--- config.mk ---
export PLATFORM = sky130hd
export DESIGN_NAME = morse_key_ctrl
export DESIGN_NICKNAME = d
export VERILOG_FILES = /design/src/rtl/morse_pkg.sv /design/src/rtl/morse_sym_fifo.sv /design/src/rtl/morse_key_ctrl.sv
export SDC_FILE = /design/constraint.sdc
export NUM_CORES = 1
export LEC_CHECK = 0
export BUFFER_PORTS_ARGS = -buffer_cell sky130_fd_sc_hd__buf_4
export CAP_MARGIN = 20
export CORE_MARGIN = 5
export CORE_UTILIZATION = 45
export CTS_CLUSTER_SIZE = 16
export DETAILED_ROUTE_END_ITERATION = 8
export PLACE_DENSITY = 0.62
export SYNTH_ARGS = -nofsm -noshare
export SYNTH_HDL_FRONTEND = slang
export SYNTH_SLANG_ARGS = --single-unit
--- constraint.sdc ---
create_clock -name clk -period 1.9 [get_ports clk]
set_input_delay 0.285 -clock clk [delete_from_list [all_inputs] [get_ports clk]]
set_output_delay 0.285 -clock clk [all_outputs]
set_load 0.01 [all_outputs]
--- src/rtl/morse_pkg.sv ---
// morse_pkg: symbol codes, FSM state encoding and threshold
// multipliers shared by the Morse key front-end.
package morse_pkg;

  localparam logic [2:0] SYM_WAIT  = 3'h0;
  localparam logic [2:0] SYM_DIT   = 3'h1;
  localparam logic [2:0] SYM_DAH   = 3'h2;
  localparam logic [2:0] SYM_GAP   = 3'h3;
  localparam logic [2:0] SYM_SPACE = 3'h4;

  typedef enum logic [1:0] {
    ST_IDLE  = 2'd0,
    ST_MARK  = 2'd1,
    ST_SPACE = 2'd2
  } key_state_e;

  localparam int unsigned GAP_MULT   = 2;
  localparam int unsigned SPACE_MULT = 5;

endpackage

--- src/rtl/morse_sym_fifo.sv ---
// morse_sym_fifo: DEPTH x 3-bit symbol FIFO (DEPTH power of 2, >= 2).
// Ports: clk, rst_n, push/push_data, pop, head, full, empty.
module morse_sym_fifo #(
  parameter int DEPTH = 4
) (
  input  logic       clk,
  input  logic       rst_n,
  input  logic       push,
  input  logic [2:0] push_data,
  input  logic       pop,
  output logic [2:0] head,
  output logic       full,
  output logic       empty
);

  localparam int AW = $clog2(DEPTH);

  logic [2:0] mem_q [DEPTH];
  logic [2:0] mem_d [DEPTH];
  logic [AW:0] wr_q, wr_d;
  logic [AW:0] rd_q, rd_d;
  logic do_push, do_pop;

  // Extra pointer bit separates full from empty.
  assign empty   = wr_q == rd_q;
  assign full    = wr_q == {~rd_q[AW], rd_q[AW-1:0]};
  assign do_pop  = pop && !empty;
  // A pop on a full FIFO frees the slot the push lands in.
  assign do_push = push && (!full || do_pop);
  assign head    = mem_q[rd_q[AW-1:0]];

  always_comb begin
    mem_d = mem_q;
    wr_d  = wr_q;
    rd_d  = rd_q;
    if (do_push) begin
      mem_d[wr_q[AW-1:0]] = push_data;
      wr_d = wr_q + (AW+1)'(1);
    end
    if (do_pop) rd_d = rd_q + (AW+1)'(1);
  end

  always_ff @(posedge clk or negedge rst_n) begin
    if (!rst_n) begin
      wr_q  <= '0;
      rd_q  <= '0;
      mem_q <= '{default: 3'h0};
    end else begin
      wr_q  <= wr_d;
      rd_q  <= rd_d;
      mem_q <= mem_d;
    end
  end

endmodule

--- src/rtl/morse_key_ctrl.sv ---
// morse_key_ctrl: key sync, tick timebase, mark/space timer, symbol
// classifier and FIFO. Ports: clk, rst_n, key_in, sym_data/sym_valid/
// sym_ready, dit_len, overflow. MORSE_ADAPTIVE_EN enables adaptive dit_len.
module morse_key_ctrl
  import morse_pkg::*;
#(
  parameter int CNT_W    = 16,
  parameter int TICK_DIV = 1000,
  parameter int DIT_INIT = 50,
  parameter int DIT_MIN  = 2,
  parameter int DEPTH    = 4
) (
  input  logic             clk,
  input  logic             rst_n,
  input  logic             key_in,
  output logic [2:0]       sym_data,
  output logic             sym_valid,
  input  logic             sym_ready,
  output logic [CNT_W-1:0] dit_len,
  output logic             overflow
);

  localparam int XW = CNT_W + 3;
  localparam int TW = $clog2(TICK_DIV);
  // Reset estimate never starts below the clamp floor.
  localparam int DIT_RST = (DIT_INIT > DIT_MIN) ? DIT_INIT : DIT_MIN;

  logic sync1_q, sync2_q, key_q, key_prev_q;
  logic rise, fall, key_edge;

  always_ff @(posedge clk or negedge rst_n) begin
    if (!rst_n) begin
      sync1_q    <= 1'b0;
      sync2_q    <= 1'b0;
      key_q      <= 1'b0;
      key_prev_q <= 1'b0;
    end else begin
      sync1_q    <= key_in;
      sync2_q    <= sync1_q;
      key_q      <= sync2_q;
      key_prev_q <= key_q;
    end
  end

  assign rise     = key_q && !key_prev_q;
  assign fall     = !key_q && key_prev_q;
  assign key_edge = key_q ^ key_prev_q;

  logic [TW-1:0] pre_q, pre_d;
  logic tick;

  assign tick  = pre_q == TW'(TICK_DIV - 1);
  assign pre_d = tick ? '0 : pre_q + TW'(1);

  logic [CNT_W-1:0] cnt_q, cnt_d;

  always_comb begin
    cnt_d = cnt_q;
    if (key_edge) cnt_d = '0;
    else if (tick && cnt_q != '1) cnt_d = cnt_q + CNT_W'(1);
  end

  logic [XW-1:0] len_x, dit_x, thr_gap, thr_space;

  assign len_x     = XW'(cnt_q);
  assign dit_x     = XW'(dit_len);
  assign thr_gap   = dit_x * XW'(GAP_MULT);
  assign thr_space = dit_x * XW'(SPACE_MULT);

  key_state_e state_q, state_d;
  logic gap_sent_q, gap_sent_d;
  logic push;
  logic [2:0] push_sym;

  always_comb begin
    state_d    = state_q;
    gap_sent_d = gap_sent_q;
    push       = 1'b0;
    push_sym   = SYM_WAIT;
    unique case (state_q)
      ST_IDLE: if (rise) state_d = ST_MARK;
      ST_MARK: begin
        if (fall) begin
          state_d    = ST_SPACE;
          gap_sent_d = 1'b0;
          if (cnt_q != '0) begin
            push     = 1'b1;
            push_sym = (len_x < thr_gap) ? SYM_DIT : SYM_DAH;
          end
        end
      end
      ST_SPACE: begin
        if (len_x >= thr_space) begin
          push     = 1'b1;
          push_sym = SYM_SPACE;
          state_d  = ST_IDLE;
        end else if (!gap_sent_q && len_x >= thr_gap) begin
          push       = 1'b1;
          push_sym   = SYM_GAP;
          gap_sent_d = 1'b1;
        end
        // Threshold push above still lands when a rise coincides.
        if (rise) state_d = ST_MARK;
      end
      default: state_d = ST_IDLE;
    endcase
  end

  logic [2:0] fifo_head;
  logic fifo_full, fifo_empty;
  logic overflow_q, overflow_d;

  morse_sym_fifo #(
    .DEPTH(DEPTH)
  ) u_fifo (
    .clk      (clk),
    .rst_n    (rst_n),
    .push     (push),
    .push_data(push_sym),
    .pop      (sym_ready),
    .head     (fifo_head),
    .full     (fifo_full),
    .empty    (fifo_empty)
  );

  assign overflow_d = push && fifo_full && !sym_ready;
  assign sym_valid  = !fifo_empty;
  assign sym_data   = fifo_empty ? SYM_WAIT : fifo_head;
  assign overflow   = overflow_q;

`ifdef MORSE_ADAPTIVE_EN
  logic [CNT_W-1:0] dit_q, dit_d;
  logic [XW-1:0] avg;

  assign avg = (dit_x * XW'(3) + len_x) >> 2;

  always_comb begin
    dit_d = dit_q;
    if (push && push_sym == SYM_DIT)
      dit_d = (avg < XW'(DIT_MIN)) ? CNT_W'(DIT_MIN) : CNT_W'(avg);
  end

  always_ff @(posedge clk or negedge rst_n) begin
    if (!rst_n) dit_q <= CNT_W'(DIT_RST);
    else        dit_q <= dit_d;
  end

  assign dit_len = dit_q;
`else
  assign dit_len = CNT_W'(DIT_RST);
`endif

  always_ff @(posedge clk or negedge rst_n) begin
    if (!rst_n) begin
      pre_q      <= '0;
      cnt_q      <= '0;
      state_q    <= ST_IDLE;
      gap_sent_q <= 1'b0;
      overflow_q <= 1'b0;
    end else begin
      pre_q      <= pre_d;
      cnt_q      <= cnt_d;
      state_q    <= state_d;
      gap_sent_q <= gap_sent_d;
      overflow_q <= overflow_d;
    end
  end

endmodule

After elaboration in Yosys (flattened, before gate mapping)

Index checks and enable logic that the tools add are counted.

Output and inout bits: 21
Logic and storage cells: 92
Flip-flop bits (word level): 52

Equal/unequal tests: 11
Reductions and logical operators: 22
Bitwise logic cells: 4
Multiplexer cells: 30
Order comparisons: 6
$add $sub $neg: 4

Operators with widths:

| cell                    | count |
|---|---|
| $mux W16                | 2 |
| $add A16 B1 Y16 const B | 1 |
| $ge A16 B7 Y1 const B   | 1 |
| $ge A16 B8 Y1 const B   | 1 |
| $lt A16 B7 Y1 const B   | 1 |
| $mux W2                 | 8 |
| $ne A16 B16 Y1 const B  | 1 |
| $reduce_bool A16 Y1     | 1 |
| $mux W3                 | 5 |
| $bwmux W12              | 1 |
| $add A10 B1 Y10 const B | 1 |
| $eq A10 B10 Y1 const B  | 1 |
| $mux W10                | 1 |
| $logic_and A1 B1 Y1     | 9 |
| $ne A2 B2 Y1 const B    | 4 |
| $mux W1                 | 7 |
| $add A3 B1 Y3 const B   | 2 |
| $bmux W3 S2             | 1 |
| $demux W3 S2            | 1 |
| $eq A3 B3 Y1            | 2 |
| $ge A3 B3 Y1 const B    | 2 |
| $logic_not A1 Y1        | 6 |
| $not A2 Y3              | 2 |
| $pmux W2 S3             | 1 |
| 13 further kinds        | 15 |

Longest topological paths before layout

Gate-level depths: netlist of run 1.

Word-level depth: 7
Depth in mapped cells: 7
Gate-level depth less buffers: 7

Cells and area by module

A second synthesis of run 1 with hierarchy kept.

Cells, all modules: 291
Area total of the unflattened synthesis: 3103.0 um^2

Modules (own cells, without submodules):

| module         | times used | area an instance (um^2) | cells each | seq. area each (um^2) |
|---|---|---|---|---|
| morse_key_ctrl | 1          | 2049.5                  | 215        | 850.8 |
| morse_sym_fifo | 1          | 1053.5                  | 76         | 450.4 |

Least setup slack after synthesis of run 1

No wires, ideal clock.

Path kind: register to register
Start: reg cnt_q[0]
End: reg u_fifo.mem_q[5] (netlist bit)
Period minus slack after synthesis: 2.017 ns
Arrival: 1.889 ns
Path slack: -0.117 ns
Setup time: 0.128 ns
Stages on the path, launching flop included: 8
Data required time: 1.772 ns
Path through: dfrtp_1 > inv_1 > ha_1 > nor4b_1 > nand4_2 > a32oi_4 > a21oi_2 > mux2_1

Word-level cells in the longest chain between the ends: 6

RTL lines:

| element                  | RTL line              | text |
|---|---|---|
| start: declaration       | morse_key_ctrl.sv:55  | `logic [CNT_W-1:0] cnt_q, cnt_d;` |
| start signal: assignment | morse_key_ctrl.sv:162 | `cnt_q <= cnt_d;` |
| $ge A16 B7 Y1            | morse_key_ctrl.sv:97  | `end else if (!gap_sent_q && len_x >= thr_gap) begin` |
| $logic_and A1 B1 Y1      | morse_key_ctrl.sv:97  |  |
| $mux W1                  | morse_key_ctrl.sv:97  |  |
| $mux W1                  | morse_key_ctrl.sv:93  | `if (len_x >= thr_space) begin` |
| $pmux W1 S2              | morse_key_ctrl.sv:80  | `unique case (state_q)` |
| $logic_and A1 B1 Y1      | morse_sym_fifo.sv:29  | `assign do_push = push && (!full \|\| do_pop);` |
| end signal: assignment   | morse_sym_fifo.sv:51  | `mem_q <= mem_d;` |
| end: declaration         | morse_sym_fifo.sv:18  | `logic [2:0] mem_q [DEPTH];` |

Several ways; a longest one is shown, not always the timed one.
A chain may end at the register's enable or synchronous reset.

Worst setup path in the final report of run 1

Start: reg cnt_q[8]
End: reg u_fifo.mem_q[2] (netlist bit)

Same word-level chain as after synthesis.

==> impl_metrics.env, run 1 <==
export IMPL_status="finished with violations"
export IMPL_violations="negative hold slack, negative setup slack"
export IMPL_critPathSlowestCell="dfrtp_1"
export IMPL_cp_top_family="simple AND/OR/NAND/NOR gates"
export IMPL_min_period_over_period_pct=104
export IMPL_final_instance_count_excl_fill=410
export IMPL_setup_ws_ns=-0.0848
export IMPL_seqCellArea_sq_mm=0.00130
export IMPL_yosysTopAreaCell="dfrtp_1"
export IMPL_cp_end_kind="flop"
export IMPL_finalHoldWorstSlack_ns=-0.0197
export IMPL_num_io_pins=25
export IMPL_synthesis_instances=272
export IMPL_final_hold_violation_count=34
export IMPL_grt_pass1_wl_mm=10.2
export IMPL_grt_overflow=0
export IMPL_yosys_top_cells_area="dfrtp_1 (44%), ha_1 (6.3%), mux2_2 (4.2%)"
export IMPL_fin_skew_ns=0.0103
export IMPL_yosys_cell_types_count=55
export IMPL_drive_gt1_share_pct=36.0
export IMPL_dr_pass1_iters=4
export IMPL_path_class="reg2reg"
export IMPL_final_nets=351
export IMPL_place_inst=388
export IMPL_final_cell_mix="buf_4 (52), dfrtp_1 (50), nor2_1 (20)"
export IMPL_grt_pass1_vias=2106
export IMPL_tns_ns=-0.886
export IMPL_period_needed_ns=1.98
export IMPL_multi_input_area_sq_mm=0.00167
export IMPL_synth_warnings=0
export IMPL_viasPerCell=5.19
export IMPL_yosysTopAreaCellShare_pct=43.8
export IMPL_cp_startpoint="cnt_q[8]"
export IMPL_clkSinkCount=52
export IMPL_setup_viol=16
export IMPL_vias=2127
export IMPL_start_util_pct=46.5
export IMPL_reg2reg_to="u_fifo.mem_q[2]"
export IMPL_diodes=0
export IMPL_ys_ff_latch=52
export IMPL_grt_usage_pct=15.1
export IMPL_cts_tree="yes"
export IMPL_total_power_mw=2.51
export IMPL_clkLatencyLatePin_ns=0.32
export IMPL_cts_made_buffers=5
export IMPL_wl_per_cell_microns=14.9
export IMPL_syn_avg_cell_area_sq_um=10.9
export IMPL_layout_commonest_cell="buf_4"
export IMPL_nFillCells=539
export IMPL_die_area_sq_mm=0.00832
export IMPL_max_freq_mhz=504
export IMPL_die_w_microns=91.2
export IMPL_hold_class="in2async"
export IMPL_die_y_microns=91.2
export IMPL_slew_viol_final=0
export IMPL_path_clk_slew_ns=0.10
export IMPL_synth_area_sq_mm=0.00297
export IMPL_worst_pin_slew_ns=0.650
export IMPL_relSlewSlack_pct=56.7
export IMPL_max_stage_delay_ns=0.44
export IMPL_cap_violations=0
export IMPL_antenna_found_initial=0
export IMPL_crit_path_max_fanout=4
export IMPL_wl_mm=6.10
export IMPL_crit_chain="nor4_4, buf_4, nand4_4, a32oi_4, buf_6, a21oi_4, mux2_4"
export IMPL_syn2layout_area_growth_pct=24.4
export IMPL_reg2reg_depth=7
export IMPL_cp_data_arrival_time_ns=2.19
export IMPL_ant_nets=0
export IMPL_io_buffers=8
export IMPL_ctsRootBufferMaster="clkbuf_8"
export IMPL_drc=0
export IMPL_start_kind="flop"
export IMPL_ff2ff_setup_slack_ns=-0.08
export IMPL_critical_path_buf_inv_count=2
export IMPL_clockBufferDepth=2
export IMPL_ys_seq_area_share_pct=43.8
export IMPL_power_leakage_nw=1.67
export IMPL_dp_hpwl_mm=4.21
export IMPL_grt_max_degree=53
export IMPL_drt_iter0_drc=112
export IMPL_rows=29
export IMPL_rsz0062_at_grt="yes"
export IMPL_vdd_drop_max_v=0.000664
export IMPL_cp_data_required_time_ns=2.11
export IMPL_power_density_mw_per_mm2=679
export IMPL_htree_levels=2
export IMPL_worstReg2RegStart="cnt_q[8]"
export IMPL_gp_congestion=0.786
export IMPL_core_sq_mm=0.00639
-- power breakdown --
part | internal, mW | switching, mW | leakage, nW
registers | 1.17 | 0.0702 | 0.686
clock network | 0.271 | 0.410 | 0.0463
logic | 0.267 | 0.322 | 0.938
total | 1.70 | 0.803 | 1.67
-- cell usage after synthesis (all sizes together) --
master   number
dfrtp        52
nor2         20
buf          17
a21oi        15
ha           15
mux2         14
nand3        14
inv          13
xor2         10
nand2         9
o21ai         9
xnor2         9
nand4         8
and2          5
nor3          5
clkbuf        4
o2111ai       4
or3           4
and3          3
and4          3
mux4          3
nand2b        3
nor2b         3
o211ai        3
o31ai         3
a211oi        2
conb          2
nand3b        2
nand4b        2
nor4          2
o21a          2
o41ai         2
or4           2
a2bb2oi       1
a31oi         1
a32oi         1
mux2i         1
nor4b         1
o2bb2ai       1
o311a         1
or3b          1
-- stage by stage --
stage | utilization, % | hold WS [ns] | setup slack (ns) | cell area [sq um]
after global placement | 52.1 | 0.344 | -0.0704 | 3330
after floorplan | - | -0.0106 | -0.0155 | 3030
after global routing | 57.9 | 0.0316 | -0.164 | 3690
after CTS | 55.6 | 0.0187 | -0.0603 | 3550
after detailed placement | 52.1 | 0.338 | -0.102 | 3330
final | 57.9 | -0.0197 | -0.0848 | 3690
-- logic make-up (layout without fill, tap and decap cells) --
group,after synthesis,after routing,synth area share (%)
muxes,18,18,8.18
and+or+nand+nor,87,87,17.6
DFF,52,52,43.8
buffers and inverters,34,81,6.41
AOI/OAI and AO/OA,45,45,11.8
other,2,16,0.253
adders and majority gates,15,15,6.32
xor gates and xnor gates,19,19,5.60
-- layer usage --
layer | part of all wire (%) | track usage, % | wire length [microns]
met5 | 0 | 0 | 0
met4 | 1.2 | 4.03 | 74
met3 | 2.5 | 4.21 | 154
met2 | 47 | 23.6 | 2860
met1 | 49 | 20.5 | 3010
-- flip-flops by register name (all words and copies together) (netlist names) --
name          count
u_fifo.rd_q       3
u_fifo.mem_q     12
cnt_q            16
pre_q            10
key_prev_q        1
key_q             1
sync1_q           1
overflow          1
state_q           2
u_fifo.wr_q       3
sync2_q           1
gap_sent_q        1
-- worst register-to-register path, cell delays in order (launching register included) --
cell and delay (ns):
dfrtp_1 0.44, nor4_4 0.35, buf_4 0.19, nand4_4 0.13, a32oi_4 0.24, buf_6 0.16
a21oi_4 0.07, mux2_4 0.29
-- how the worst max path moves through the flow --
stage	cells past startpoint	end	slack [ns]
floorplan	5	u_fifo.mem_q[5]	-0.02
global placement	8	cnt_q[5]	-0.07
detailed placement	5	u_fifo.mem_q[5]	-0.10
CTS	7	u_fifo.mem_q[2]	-0.06
global route	8	u_fifo.wr_q[1]	-0.16
finish	7	u_fifo.mem_q[2]	-0.08
-- final cells by class --
class,instances,area share (%)
inverter,13,1.32
tap,77,2.61
sequential,52,35.3
clock buffer,5,1.86
multi-input combinational,200,45.2
clock inverter,3,0.745
timing repair buffer,60,13.0
-- what timing repair did --
| action | CTS | global route |
|---|---|---|
| setup endpoints to repair | 26 | 27 |
| cloned | 0 | 0 |
| resized for setup | 18 | 17 |
| pin swaps | 8 | 5 |
| buffers inserted | 7 | 8 |
| hold endpoints to repair | 0 | 0 |
| hold buffers | 0 | 0 |
Note: power is estimated with default switching activity, not from simulation.
==> run 2, diff against run 1 <==
--- a/config.mk
+++ b/config.mk
@@ -5,6 +5,7 @@
 export SDC_FILE = /design/constraint.sdc
 export NUM_CORES = 1
 export LEC_CHECK = 0
+export ABC_AREA = 1
 export BUFFER_PORTS_ARGS = -buffer_cell sky130_fd_sc_hd__buf_4
 export CAP_MARGIN = 20
 export CORE_MARGIN = 5
@@ -12,6 +13,7 @@
 export CTS_CLUSTER_SIZE = 16
 export DETAILED_ROUTE_END_ITERATION = 8
 export PLACE_DENSITY = 0.62
+export SETUP_SLACK_MARGIN = 0.15
 export SYNTH_ARGS = -nofsm -noshare
 export SYNTH_HDL_FRONTEND = slang
 export SYNTH_SLANG_ARGS = --single-unit
==> impl_metrics.env, run 2 <==
export IMPL_status="finished with violations"
export IMPL_violations="negative hold slack"
export IMPL_io_buffers=8
export IMPL_synthesis_instances=394
export IMPL_synth_flop_cell="dfrtp_1"
export IMPL_power_leakage_nw=1.81
export IMPL_crit_chain="xnor2_2, nand4_1, buf_6, nand2_2, inv_2, buf_6"
export IMPL_cap_violations=0
export IMPL_fin_skew_ns=0.00658
export IMPL_num_io_pins=25
export IMPL_htree_levels=2
export IMPL_ys_ff_latch=52
export IMPL_ys_top_cells_by_count="nand2_1 (94), dfrtp_1 (52), inv_1 (51)"
export IMPL_critical_path_buf_inv_count=3
export IMPL_critPathSlowestCell="dfrtp_2"
export IMPL_viasPerCell=5.01
export IMPL_cp_num_cells=6
export IMPL_tns_ns=0
export IMPL_hold_class="in2async"
export IMPL_antenna_found_initial=0
export IMPL_core_sq_mm=0.00676
export IMPL_path_common_cell="buf_6"
export IMPL_vdd_drop_max_v=0.000434
export IMPL_final_nets=451
export IMPL_wl_per_cell_microns=12.7
export IMPL_final_cell_mix="nand2_1 (82), dfrtp_1 (47), inv_1 (42)"
export IMPL_syn2layout_area_growth_pct=20.2
export IMPL_cp_end_kind="output pin"
export IMPL_die_y_microns=93.2
export IMPL_synth_async_reset_ratio_pct=100
export IMPL_syn_avg_cell_area_sq_um=7.90
export IMPL_clockPowerShare_pct=18.1
export IMPL_setup_viol=0
export IMPL_cp_data_required_time_ns=1.62
export IMPL_yosysMostFrequentCell="nand2_1"
export IMPL_power_density_mw_per_mm2=883
export IMPL_nFillCells=633
export IMPL_ant_nets=0
export IMPL_clkSinkCount=52
export IMPL_hold_buffers=0
export IMPL_relSlewSlack_pct=56.5
export IMPL_yosys_top_cells_area="dfrtp_1 (42%), nand2_1 (11%), inv_1 (6.2%)"
export IMPL_swShare_pct=37.8
export IMPL_path_clk_slew_ns=0.09
export IMPL_cts_tree="yes"
export IMPL_clkLatencyLatePin_ns=0.30
export IMPL_vias=2565
export IMPL_reg_top3="cnt_q: 16 flops, u_fifo.mem_q: 12 flops, pre_q: 10 flops"
export IMPL_drive_gt1_share_pct=25.2
export IMPL_path_class="reg2out"
export IMPL_cts_made_buffers=5
export IMPL_slew_viol_final=0
export IMPL_cp_top_family="flip-flops"
export IMPL_multi_input_area_sq_mm=0.00175
export IMPL_grt_overflow=0
export IMPL_finalHoldWorstSlack_ns=-0.00248
export IMPL_highest_layer="met4"
export IMPL_min_period_over_period_pct=91.3
export IMPL_layout_commonest_cell="nand2_1"
export IMPL_synth_edf_count=0
export IMPL_max_stage_delay_ns=0.47
export IMPL_final_hold_violation_count=5
export IMPL_synth_warnings=0
export IMPL_clockBufferDepth=2
export IMPL_dp_hpwl_mm=4.50
export IMPL_power_frac_seq_pct=41.0
export IMPL_dr_pass1_iters=4
export IMPL_grt_pass1_wl_mm=11.0
export IMPL_diodes=0
export IMPL_wl_met2_mm=3.10
export IMPL_preCtsSetupSlack_ns=0.0642
export IMPL_rsz0062_at_grt="yes"
export IMPL_grt_max_degree=53
export IMPL_ctsRootBufferMaster="clkbuf_8"
export IMPL_seqCellArea_sq_mm=0.00131
export IMPL_gp_congestion=0.955
export IMPL_wl_met3_microns=251
export IMPL_power_switching_mw=1.25
export IMPL_drt_iter0_drc=142
export IMPL_wl_mm=6.51
export IMPL_start_kind="flop"
export IMPL_registers_top_by_ff_count="cnt_q"
export IMPL_yosysTopAreaCellShare_pct=41.8
export IMPL_die_w_microns=93.2
export IMPL_drt_met1_wl_mm=3.05
export IMPL_yosysTopAreaCell="dfrtp_1"
export IMPL_combPwrFrac_pct=40.9
export IMPL_yosys_cell_types_count=35
export IMPL_rows=30
export IMPL_crit_path_max_fanout=5
export IMPL_drc=0
export IMPL_cp_data_arrival_time_ns=1.45
export IMPL_largest_reg_flops=16
export IMPL_worst_pin_slew_ns=0.653
export IMPL_p_int_mw=2.05
export IMPL_grt_pass1_vias=2427
export IMPL_reg2reg_depth=11
export IMPL_period_needed_ns=1.74
export IMPL_setup_ws_ns=0.165
export IMPL_start_util_pct=46.1
export IMPL_die_area_sq_mm=0.00868
export IMPL_max_freq_mhz=576
export IMPL_synth_area_sq_mm=0.00311
export IMPL_grt_usage_pct=15.7
export IMPL_ys_seq_area_share_pct=41.8
==> run 2: per-stage QoR <==
step                util [%]  instances  area (sq um)  power [mW]
floorplan                  -        408          3160        2.09
global placement        47.8        483          3230        2.34
detailed placement      47.8        483          3230        2.36
CTS                     50.9        499          3440        3.07
global route            55.4        512          3740        3.59
finish                  55.4        512          3740        3.30
==> run 2: cell type report <==
cell class / instances / share of cell area, %
Clock buffer: 5 / 1.84
Tap cell: 80 / 2.68
Timing Repair Buffer: 36 / 7.83
Inverter: 51 / 5.52
Multi-Input combinational cell: 286 / 46.9
Clock inverter: 2 / 0.334
Sequential cell: 52 / 34.9
==> run 2: cell families (layout without fill, tap and decap cells) <==
logic type	Yosys count	after routing	synth area share, %
AOI/OAI and AO/OA	48	48	8.64
xor gates and xnor gates	12	12	3.38
adders and majority gates	15	15	6.03
buffers and inverters	72	94	11.1
DFF	52	52	41.8
other	2	16	0.241
and+or+nand+nor	193	195	28.8
==> run 2: power groups by stage <==
stage / logic (mW) / clock network [mW] / registers, mW
after floorplan: 0.778 / 0 / 1.31
after global placement: 0.989 / 0 / 1.35
after detailed placement: 1.01 / 0 / 1.35
after CTS: 1.11 / 0.633 / 1.32
after global routing: 1.54 / 0.681 / 1.37
final: 1.35 / 0.598 / 1.35
==> run 2: routing by layer <==
layer	vias up	global-route usage, %
met4	0	4.64
met3	9	3.22
met2	46	25.2
met5	-	0
li1	1305	-
met1	1205	21.3
==> run 2: timing repair <==
action / in CTS / in global routing
endpoints found under the setup margin: 25 / 43
pin swaps: 5 / 17
gates resized for setup: 14 / 62
buffers inserted: 8 / 12
cloned: 1 / 1
==> run 2: worst paths after layout <==
check	from	endpoint	slack (ns)
max	u_fifo.rd_q[0]	sym_data[0]	0.16
min in group clk	key_in	sync1_q	0.09
max in group asynchronous	rst_n	cnt_q[1]	1.41
max reg2reg	cnt_q[1]	cnt_q[5]	0.16
min	rst_n	cnt_q[15]	-0.002
min reg2reg	sync2_q	key_q	0.36
